<file path="src/rtl/jtag_bsr_chain.sv">
// Boundary-scan register chain: capture/shift on rising TCK, update and TDO on falling TCK.
// Each cell is either an input cell (pad -> core) or an output cell (core -> pad), fixed by OUT_MASK.
module jtag_bsr_chain #(
  parameter int                  N_CELLS     = 8,
  parameter logic [N_CELLS-1:0]  OUT_MASK    = '0,
  parameter logic [N_CELLS-1:0]  RESET_VALUE = '0,
  parameter int                  CNT_W       = 8
) (
  input  logic               TCK,
  input  logic               TRST_N,
  input  logic               TDI,
  input  logic               CaptureDR,
  input  logic               ShiftDR,
  input  logic               UpdateDR,
  input  logic [1:0]         Mode,
  input  logic [N_CELLS-1:0] PinIn,
  input  logic [N_CELLS-1:0] CoreIn,
  output logic [N_CELLS-1:0] ToCore,
  output logic [N_CELLS-1:0] ToPin,
  output logic               TDO,
  output logic               TDO_EN,
  output logic [CNT_W-1:0]   ShiftCount
);

  localparam logic [1:0]       MODE_EXTEST = 2'b10;
  localparam logic [1:0]       MODE_INTEST = 2'b11;
  localparam logic [CNT_W-1:0] CNT_MAX     = '1;

  logic [N_CELLS-1:0] shiftReg;
  logic [N_CELLS-1:0] shiftNext;
  logic [N_CELLS-1:0] updateReg;
  logic [N_CELLS-1:0] captureVal;
  logic [CNT_W-1:0]   countReg;
  logic               tdoReg;
  logic               tdoEnReg;

  // Output cells observe the core side, input cells observe the pad side.
  assign captureVal = (CoreIn & OUT_MASK) | (PinIn & ~OUT_MASK);

  // Capture has priority over shift so a Capture+Shift overlap behaves as a capture.
  always_comb begin
    shiftNext = shiftReg;
    if (CaptureDR) begin
      shiftNext = captureVal;
    end else if (ShiftDR) begin
      shiftNext = {TDI, shiftReg[N_CELLS-1:1]};
    end
  end

  always_ff @(posedge TCK or negedge TRST_N) begin
    if (!TRST_N) begin
      shiftReg <= RESET_VALUE;
      countReg <= '0;
    end else begin
      shiftReg <= shiftNext;
      if (CaptureDR) begin
        countReg <= '0;
      end else if (ShiftDR && (countReg != CNT_MAX)) begin
        countReg <= countReg + 1'b1;
      end
    end
  end

  // Falling-edge stage: parallel update latch and the TDO retiming flop.
  always_ff @(negedge TCK or negedge TRST_N) begin
    if (!TRST_N) begin
      updateReg <= RESET_VALUE;
      tdoReg    <= 1'b0;
      tdoEnReg  <= 1'b0;
    end else begin
      if (UpdateDR) begin
        updateReg <= shiftReg;
      end
      if (ShiftDR) begin
        tdoReg   <= shiftReg[0];
        tdoEnReg <= 1'b1;
      end else begin
        tdoEnReg <= 1'b0;
      end
    end
  end

  genvar gi;
  generate
    for (gi = 0; gi < N_CELLS; gi++) begin : gCell
      if (OUT_MASK[gi]) begin : gOut
        assign ToPin[gi]  = (Mode == MODE_EXTEST) ? updateReg[gi] : CoreIn[gi];
        assign ToCore[gi] = 1'b0;
      end else begin : gIn
        assign ToCore[gi] = (Mode == MODE_INTEST) ? updateReg[gi] : PinIn[gi];
        assign ToPin[gi]  = 1'b0;
      end
    end
  endgenerate

  assign TDO        = tdoReg;
  assign TDO_EN     = tdoEnReg;
  assign ShiftCount = countReg;

endmodule

</file>
<file path="config.mk">
export PLATFORM = sky130hd
export DESIGN_NAME = jtag_bsr_chain
export DESIGN_NICKNAME = d
export VERILOG_FILES = /design/src/rtl/jtag_bsr_chain.sv
export SDC_FILE = /design/constraint.sdc
export NUM_CORES = 1
export LEC_CHECK = 0
export CAP_MARGIN = 5
export CORE_MARGIN = 4
export CORE_UTILIZATION = 27
export CTS_CLUSTER_DIAMETER = 100
export DETAILED_ROUTE_END_ITERATION = 7
export PLACE_DENSITY_LB_ADDON = 0.15
export SLEW_MARGIN = 20
export SYNTH_ARGS = -nofsm -noshare
export SYNTH_HDL_FRONTEND = slang
export SYNTH_SLANG_ARGS = --single-unit
</file>
<file path="constraint.sdc">
create_clock -name TCK -period 1.8 [get_ports TCK]
set_input_delay 0.27 -clock TCK [delete_from_list [all_inputs] [get_ports TCK]]
set_output_delay 0.27 -clock TCK [all_outputs]
set_load 0.05 [all_outputs]
</file>
==> impl_metrics.py, run 1 <==
metrics = {
    "detailed_routing": {
        "via_count": 1024,
        "drtAntennaViolNets": 0,
        "remaining_drc_errors": 0,
        "first_pass_iters": 4,
        "avgViaCountPerCell": 4.49,
        "drtIter0Drc": 52,
        "wire_per_inst_um": 13.2,
        "wl_mm": 3.02,
    },
    "power_and_ir_drop": {
        "power.leakage_nw": 0.920,
        "ir_drop_uv": 319,
        "p_comb_share_pct": 30.0,
        "finalPower_mw": 1.52,
        "pwr-share-clk_pct": 25.0,
        "powerDensity_nw_per_um2": 766,
        "pwr-share-seq_pct": 44.9,
        "p_sw_share_pct": 30.1,
        "p_switching_uw": 457,
        "power.internal_mw": 1.06,
    },
    "floorplan": {
        "coreArea_um2": 4790,
        "ioPinCount": 50,
        "die_w_um": 78.7,
        "fp.dieArea_um2": 6190,
        "rows": 25,
        "die_y_um": 78.7,
        "initial_core_util_pct": 28.2,
    },
    "synth": {
        "synthArstFlopShare_pct": 100,
        "synth.avg_cell_area_um2": 11.2,
        "synthCells": 120,
        "synth_seq_cells": 26,
        "synth-edff-count": 0,
        "synth-seq-area-share_pct": 48.2,
        "synthFlopType": "dfrtp_1",
        "synth_area_um2": 1350,
        "synth_cell_types": 35,
        "yosys_warnings": 0,
    },
    "layout": {
        "syn_to_final_growth_pct": 46.9,
        "num-nets-final": 187,
        "fillers": 468,
        "drive_gt1_share_pct": 33.5,
        "antenna_cells": 0,
        "final_cells": 228,
        "final_core_util_pct": 41.4,
        "final_area_um2": 1980,
    },
    "worst_setup_path": {
        "critPathMaxFanout": 2,
        "start_kind": "register",
        "r2r-start": "shiftReg[0]",
        "crit_arrival_ps": 1960,
        "critical_path_buf_inv_count": 1,
        "required_ps": 1530,
        "critPathKind": "register to output port",
        "reg2reg_slack_ps": 60,
        "path_cells": "mux2_4 -> buf_12",
        "cpMaxStageDelayCell": "dfrtn_1",
        "critPathTopFamily": "flip-flops",
        "end_kind": "output port",
        "reg2reg_to": "updateReg[0]",
        "slowest_delay_ps": 350,
        "ff2ff_path_depth": 1,
    },
    "clocking": {
        "numCtsBuffers": 3,
        "htree_levels": 1,
        "cts_tree": "yes",
        "cts_root_buf": "clkbuf_8",
        "clk_path_buf_depth": 2,
        "clk_latency_ps": 280,
        "path_clk_slew_ps": 90,
        "cts.sinks": 26,
    },
    "placement": {
        "placed_area_um2": 1920,
        "gp_congestion": 0.731,
        "dp_cells": 223,
        "numPortBuffers": 33,
        "dp_hpwl_mm": 2.32,
    },
    "timing": {
        "clock_skew_ps": 10.1,
        "fin_ws_ps": -434,
        "hold_viol": 0,
        "setup_viol": 10,
        "finalMaxSlewViolations": 0,
        "rsz0062_at_grt": "true",
        "holdWs_ps": 326,
    },
    "grt": {
        "grt_use_met1_pct": 13.1,
        "grt_pass1_wl_mm": 4.98,
        "grt_overflow_total": 0,
        "use_met2_pct": 16.6,
        "grt_max_degree": 18,
        "first_global_vias": 999,
        "grtUsageTotal_pct": 10.1,
        "top_usage_layer": "met2",
        "grtUsageMet3_pct": 2.06,
        "antenna_found_initial": 0,
    },
    "outcome": {
        "failed_checks": "negative setup slack",
        "status": "finished with violations",
    },
    "run": {
        "cap_viol_max_count": 0,
    },
    "min_path": {
        "hold_class": "input pin to asynchronous set/reset pin",
    },
}
## layout make-up
type                    instances  area, um2  area share [%]
repair buffers                 43        520            26.3
clock buffers                   4       55.1            2.78
flip-flops and latches         26        651            32.8
inverters                       2       7.51           0.379
multi-input cells              86        664            33.5
well taps                      67       83.8            4.23
## cell usage after synthesis, drive strengths merged, types with 3 or more instances
master  count  area, um2
mux2i       9       90.1
nor3        3       15.0
dfrtp      16        400
nor2b       3       18.8
o21ai       9       45.0
nand2      11       41.3
buf        10       70.1
dfrtn      10        250
clkbuf      3       12.5
a31oi       3       18.8
mux2       19        218
nor2        3       11.3
## placed cells by master (no fill, tap or decap), types with 3 or more instances in the layout
cell	synthesis	routed
mux2_4	1	9
dfrtp_1	16	16
clkdlybuf4s50_1	0	13
nand2_1	11	11
nor2_1	3	3
buf_4	8	15
o21ai_1	5	5
nor3_1	3	3
mux2_2	17	9
clkbuf_8	0	4
a31oi_1	3	3
dfrtn_1	10	10
conb_1	1	8
mux2i_1	9	9
buf_12	0	13
nor2b_1	3	3
o21ai_0	4	4
## power groups by stage
stage / logic, mW / clock network, mW / registers (mW)
final: 0.456 / 0.380 / 0.682
after global routing: 0.484 / 0.418 / 0.690
after CTS: 0.463 / 0.389 / 0.683
after detailed placement: 0.459 / 0 / 0.694
after global placement: 0.455 / 0 / 0.693
after floorplan: 0.245 / 0 / 0.710
## through the flow
stage | setup slack (ps) | setup TNS [ps]
after floorplan | -35.9 | -342
after global placement | -496 | -5540
after detailed placement | -514 | -5660
after CTS | -442 | -4000
after global routing | -476 | -4280
final | -434 | -3920
## worst max path at each step
stage,start,to,slack (ps),depth (start not counted)
5_1_grt,updateReg[5],ToCore[5],-480,2
3_5_place_dp,UpdateDR,updateReg[0],-510,3
3_3_place_gp,UpdateDR,updateReg[4],-500,3
6_report,updateReg[6],ToCore[6],-430,2
4_1_cts,updateReg[5],ToCore[5],-440,2
2_1_floorplan,updateReg[0],ToCore[0],-40,1
## registers in the layout, indices dropped and copies added, names as in the netlist
signal and cells:
shiftReg 8, ShiftCount 8, updateReg 8, TDO 1, TDO_EN 1
## layer usage
layer	part of all wire, %	vias up
met4	0.63	0
met5	0	-
met1	45	510
met2	50	20
li1	-	492
met3	4.2	2
## timing repair
item	CTS	global route
hold buffers	0	0
endpoints found under the hold margin	0	0
endpoints found under the setup margin	19	10
setup buffers	1	0
resized for setup	2	0
## cells by family after synthesis
kind of cell,synth area share (%)
compound gates,8.63
fa+ha+maj,0.927
buf+inv,6.68
flops,48.2
mux,22.8
other cells,0.278
simple gates,12.4
Power figures use the tool's default switching activity.
==> inputs of run 2 (changes only) <==
CELL_PAD_IN_SITES_DETAIL_PLACEMENT = 1   (was unset)
CELL_PAD_IN_SITES_GLOBAL_PLACEMENT = 1   (was unset)
RECOVER_POWER = 100   (was unset)
SKIP_LAST_GASP = 1   (was unset)
==> impl_metrics.py, run 2 (synthesis results as in run 1) <==
metrics = {
    "power_and_ir_drop": {
        "finalPower_mw": 1.47,
        "pwr-share-clk_pct": 23.1,
        "pwr-share-seq_pct": 46.6,
        "p_sw_share_pct": 31.0,
        "p_comb_share_pct": 30.3,
        "powerDensity_nw_per_um2": 773,
        "power.leakage_nw": 0.862,
        "power.internal_mw": 1.01,
        "ir_drop_uv": 361,
        "p_switching_uw": 455,
    },
    "outcome": {
        "failed_checks": "negative setup slack",
        "status": "finished with violations",
    },
    "timing": {
        "relSlewSlack_pct": 59.9,
        "hold_viol": 0,
        "worst_pin_slew_ps": 605,
        "finalMaxSlewViolations": 0,
        "rsz0062_at_grt": "true",
        "fin_ws_ps": -451,
        "clock_skew_ps": 12.6,
        "holdWs_ps": 422,
        "setup_viol": 11,
    },
    "floorplan": {
        "fp.dieArea_um2": 6190,
        "initial_core_util_pct": 28.2,
        "die_y_um": 78.7,
        "die_w_um": 78.7,
        "ioPinCount": 50,
        "coreArea_um2": 4790,
        "rows": 25,
    },
    "placement": {
        "numPortBuffers": 33,
        "dp_hpwl_mm": 2.52,
        "placed_area_um2": 1910,
        "dp_cells": 221,
        "gp_congestion": 0.699,
    },
    "grt": {
        "grt_pass1_wl_mm": 5.51,
        "first_global_vias": 1132,
        "use_met2_pct": 19.7,
        "grt_max_degree": 27,
        "top_usage_layer": "met2",
        "antenna_found_initial": 0,
        "grtUsageTotal_pct": 11.0,
        "grt_use_met1_pct": 13.5,
        "grt_overflow_total": 0,
        "grtUsageMet3_pct": 2.18,
    },
    "clocking": {
        "cts_root_buf": "clkbuf_8",
        "clk_latency_ps": 270,
        "numCtsBuffers": 3,
        "path_clk_slew_ps": 90,
        "cts.sinks": 26,
        "cts_tree": "yes",
        "clk_path_buf_depth": 2,
        "htree_levels": 1,
    },
    "layout": {
        "syn_to_final_growth_pct": 40.8,
        "final_core_util_pct": 39.7,
        "final_cell_mix": "dfrtp_1 (16), buf_12 (12), nand2_1 (11), clkbuf_1 (11), clkdlybuf4s50_1 (11)",
        "ff_latch_area_um2": 651,
        "drive_gt1_share_pct": 24.4,
        "layout_commonest_cell": "dfrtp_1",
        "fillers": 528,
        "multi_input_area_um2": 654,
        "antenna_cells": 0,
        "num-nets-final": 186,
        "final_area_um2": 1900,
        "final_cells": 227,
    },
    "detailed_routing": {
        "wire_per_inst_um": 14.4,
        "drtAntennaViolNets": 0,
        "wl_mm": 3.27,
        "remaining_drc_errors": 0,
        "avgViaCountPerCell": 4.49,
        "via_count": 1019,
        "drtIter0Drc": 23,
        "first_pass_iters": 3,
    },
    "worst_setup_path": {
        "path_cells": "mux2_4 -> buf_12",
        "start_kind": "register",
        "critPathKind": "register to output port",
        "end_kind": "output port",
        "critPathTopFamily": "flip-flops",
        "required_ps": 1530,
        "cpMaxStageDelayCell": "dfrtn_1",
        "critical_path_buf_inv_count": 1,
        "critPathMaxFanout": 2,
        "crit_arrival_ps": 1980,
        "slowest_delay_ps": 360,
    },
    "run": {
        "cap_viol_max_count": 0,
    },
    "min_path": {
        "hold_class": "input pin to asynchronous set/reset pin",
    },
}
-- run 2: cell types whose count changed in the layout (fill, tap and decap cells not counted), moves of 2 or more --
cell	delta
buf_4	-12
clkbuf_1	+11
clkdlybuf4s50_1	-2
dlygate4sd3_1	+2
o21ai_0	+2
o21ai_1	-2
-- run 2: path summary, 6_finish.rpt --
path	start	end	slack (ps)	cells after the start
setup reg to reg	shiftReg[6]	updateReg[6]	70	1
min in group TCK	updateReg[0]	updateReg[0]	470	1
hold / removal	TRST_N	ShiftCount[3]	420	2
hold reg to reg	updateReg[0]	updateReg[0]	470	1
setup / recovery	updateReg[6]	ToCore[6]	-450	2
max in group asynchronous	TRST_N	updateReg[2]	400	2
-- run 2: power groups by stage --
stage | sequential (mW) | combinational (mW) | clock (mW)
final | 0.684 | 0.444 | 0.339
after global placement | 0.695 | 0.448 | 0
after CTS | 0.685 | 0.459 | 0.351
after global routing | 0.693 | 0.472 | 0.376
after detailed placement | 0.697 | 0.454 | 0
after floorplan | 0.710 | 0.245 | 0
-- run 2: repair_timing --
item / CTS / global route
hold buffers: 0 / 0
buffers inserted: 1 / 1
gates resized for setup: 2 / 0
endpoints found under the setup margin: 19 / 10
-- run 2: layout make-up --
| class | instances | area share, % |
|---|---|---|
| multi-input cells | 86 | 34.5 |
| flip-flops and latches | 26 | 34.3 |
| repair buffers | 42 | 24.1 |
| well taps | 67 | 4.41 |
| clock buffers | 4 | 2.37 |
| inverters | 2 | 0.395 |
-- run 2: layer usage --
layer,part of all wire (%),vias up
met5,0,-
met4,0.46,0
met3,3.9,2
met2,51,19
met1,45,511
li1,-,487
-- run 2: per-stage QoR --
step | setup WS [ps] | TNS (ps)
6_report | -451 | -3940
5_1_grt | -489 | -4390
4_1_cts | -458 | -4020
3_5_place_dp | -514 | -5730
3_3_place_gp | -492 | -5660
2_1_floorplan | -35.9 | -342
==> inputs of run 3 (changes only) <==
==> constraint.sdc (replaced) <==
create_clock -name TCK -period 1.8 [get_ports TCK]
set_input_delay 0.45 -clock TCK [delete_from_list [all_inputs] [get_ports TCK]]
set_output_delay 0.45 -clock TCK [all_outputs]
set_load 0.05 [all_outputs]
==> impl_metrics.py, run 3 (synthesis results as in run 1) <==
metrics = {
    "grt": {
        "first_global_vias": 1194,
        "grtUsageTotal_pct": 11.9,
        "grt_overflow_total": 0,
        "grt_pass1_wl_mm": 5.88,
        "antenna_found_initial": 0,
        "grt_max_degree": 21,
    },
    "outcome": {
        "failed_checks": "negative setup slack",
        "status": "finished with violations",
    },
    "clocking": {
        "cts_hold_buffers": 0,
        "cts.sinks": 26,
        "path_clk_slew_ps": 60,
        "clk_latency_ps": 280,
        "numCtsBuffers": 3,
        "clk_path_buf_depth": 2,
        "cts_tree": "yes",
        "cts_root_buf": "clkbuf_8",
        "htree_levels": 1,
    },
    "layout": {
        "final_area_um2": 1930,
        "ff_latch_area_um2": 651,
        "syn_to_final_growth_pct": 42.9,
        "antenna_cells": 0,
        "layout_commonest_cell": "dfrtp_1",
        "drive_gt1_share_pct": 29.5,
        "multi_input_area_um2": 662,
        "final_cells": 233,
        "fillers": 533,
        "num-nets-final": 192,
        "final_cell_mix": "dfrtp_1 (16), nand2_1 (11), clkdlybuf4s50_1 (11)",
        "final_core_util_pct": 40.3,
    },
    "detailed_routing": {
        "first_pass_iters": 3,
        "remaining_drc_errors": 0,
        "wire_per_inst_um": 14.4,
        "avgViaCountPerCell": 4.49,
        "drtIter0Drc": 40,
        "wl_mm": 3.36,
        "via_count": 1047,
        "drtAntennaViolNets": 0,
    },
    "timing": {
        "holdWs_ps": 462,
        "hold_viol": 0,
        "finalMaxSlewViolations": 0,
        "rsz0062_at_grt": "true",
        "setup_viol": 10,
        "relSlewSlack_pct": 60.2,
        "clock_skew_ps": 12.8,
        "final.setup.tns_ps": -5730,
        "fin_ws_ps": -616,
        "worst_pin_slew_ps": 599,
    },
    "worst_setup_path": {
        "crit_arrival_ps": 1970,
        "critPathMaxFanout": 2,
        "end_kind": "output port",
        "r2r-start": "shiftReg[0]",
        "slowest_delay_ps": 360,
        "reg2reg_to": "updateReg[0]",
        "cpMaxStageDelayCell": "dfrtn_1",
        "required_ps": 1350,
        "reg2reg_slack_ps": 40,
        "start_kind": "register",
        "critPathKind": "register to output port",
        "ff2ff_path_depth": 1,
        "path_cells": "mux2_4 -> buf_6",
    },
    "placement": {
        "dp_cells": 226,
        "pre_cts_slack_ps": -690,
        "placed_area_um2": 1890,
        "numPortBuffers": 33,
        "gp_congestion": 0.694,
        "dp_hpwl_mm": 2.58,
    },
    "power_and_ir_drop": {
        "ir_drop_uv": 250,
        "finalPower_mw": 1.55,
        "powerDensity_nw_per_um2": 802,
        "power.leakage_nw": 0.948,
    },
    "floorplan": {
        "die_w_um": 78.7,
        "rows": 25,
        "fp.dieArea_um2": 6190,
        "ioPinCount": 50,
        "die_y_um": 78.7,
        "coreArea_um2": 4790,
        "initial_core_util_pct": 28.2,
    },
    "run": {
        "cap_viol_max_count": 0,
    },
    "min_path": {
        "whs_endpoint": "updateReg[5]",
        "whs_path_depth": 1,
        "min_from": "updateReg[5]",
        "hold_class": "register to register",
    },
}
run 3: cell types whose count changed in the layout (fill, tap and decap cells not counted), sizes merged:
cell and delta:
buf +5, dlymetal6s2s +3, clkbuf -1, dlygate4sd2 -1
run 3: worst max path at each step:
stage / end / start / slack, ps
6_report: ToCore[7] / updateReg[7] / -620
5_1_grt: ToCore[7] / updateReg[7] / -660
4_1_cts: ToCore[7] / updateReg[7] / -630
3_5_place_dp: updateReg[0] / UpdateDR / -690
3_3_place_gp: updateReg[4] / UpdateDR / -670
2_1_floorplan: ToCore[0] / updateReg[0] / -220
run 3: repair_timing:
item                       in CTS  in global routing
setup endpoints to repair      20                 17
buffers inserted                2                  2
gates resized for setup        15                  1
run 3: report_power, final:
group / internal [mW] / leakage [nW] / switching [mW]
Sequential: 0.641 / 0.329 / 0.0408
Clock: 0.242 / 0.0339 / 0.193
Combinational: 0.196 / 0.586 / 0.232
Total: 1.08 / 0.948 / 0.466
run 3: metal layers:
layer | up-vias | global-route usage [%] | wire (um)
met3 | 2 | 1.83 | 89
met4 | 0 | 3.67 | 23
met1 | 529 | 15.9 | 1510
met2 | 18 | 19.8 | 1740
li1 | 498 | - | -
met5 | - | 0 | 0
run 3: cell type report:
cell class | instances | share of cell area [%]
Multi-Input combinational cell | 86 | 34.3
Sequential cell | 26 | 33.7
Timing Repair Buffer | 48 | 23.8
Tap cell | 67 | 4.35
Clock buffer | 4 | 3.44
Inverter | 2 | 0.389
run 3: worst max-delay path: cells and delay by family (launching register included):
kind	cells	cell delay [ps]
muxes	1	280
DFF	1	360
buffers and inverters	1	150
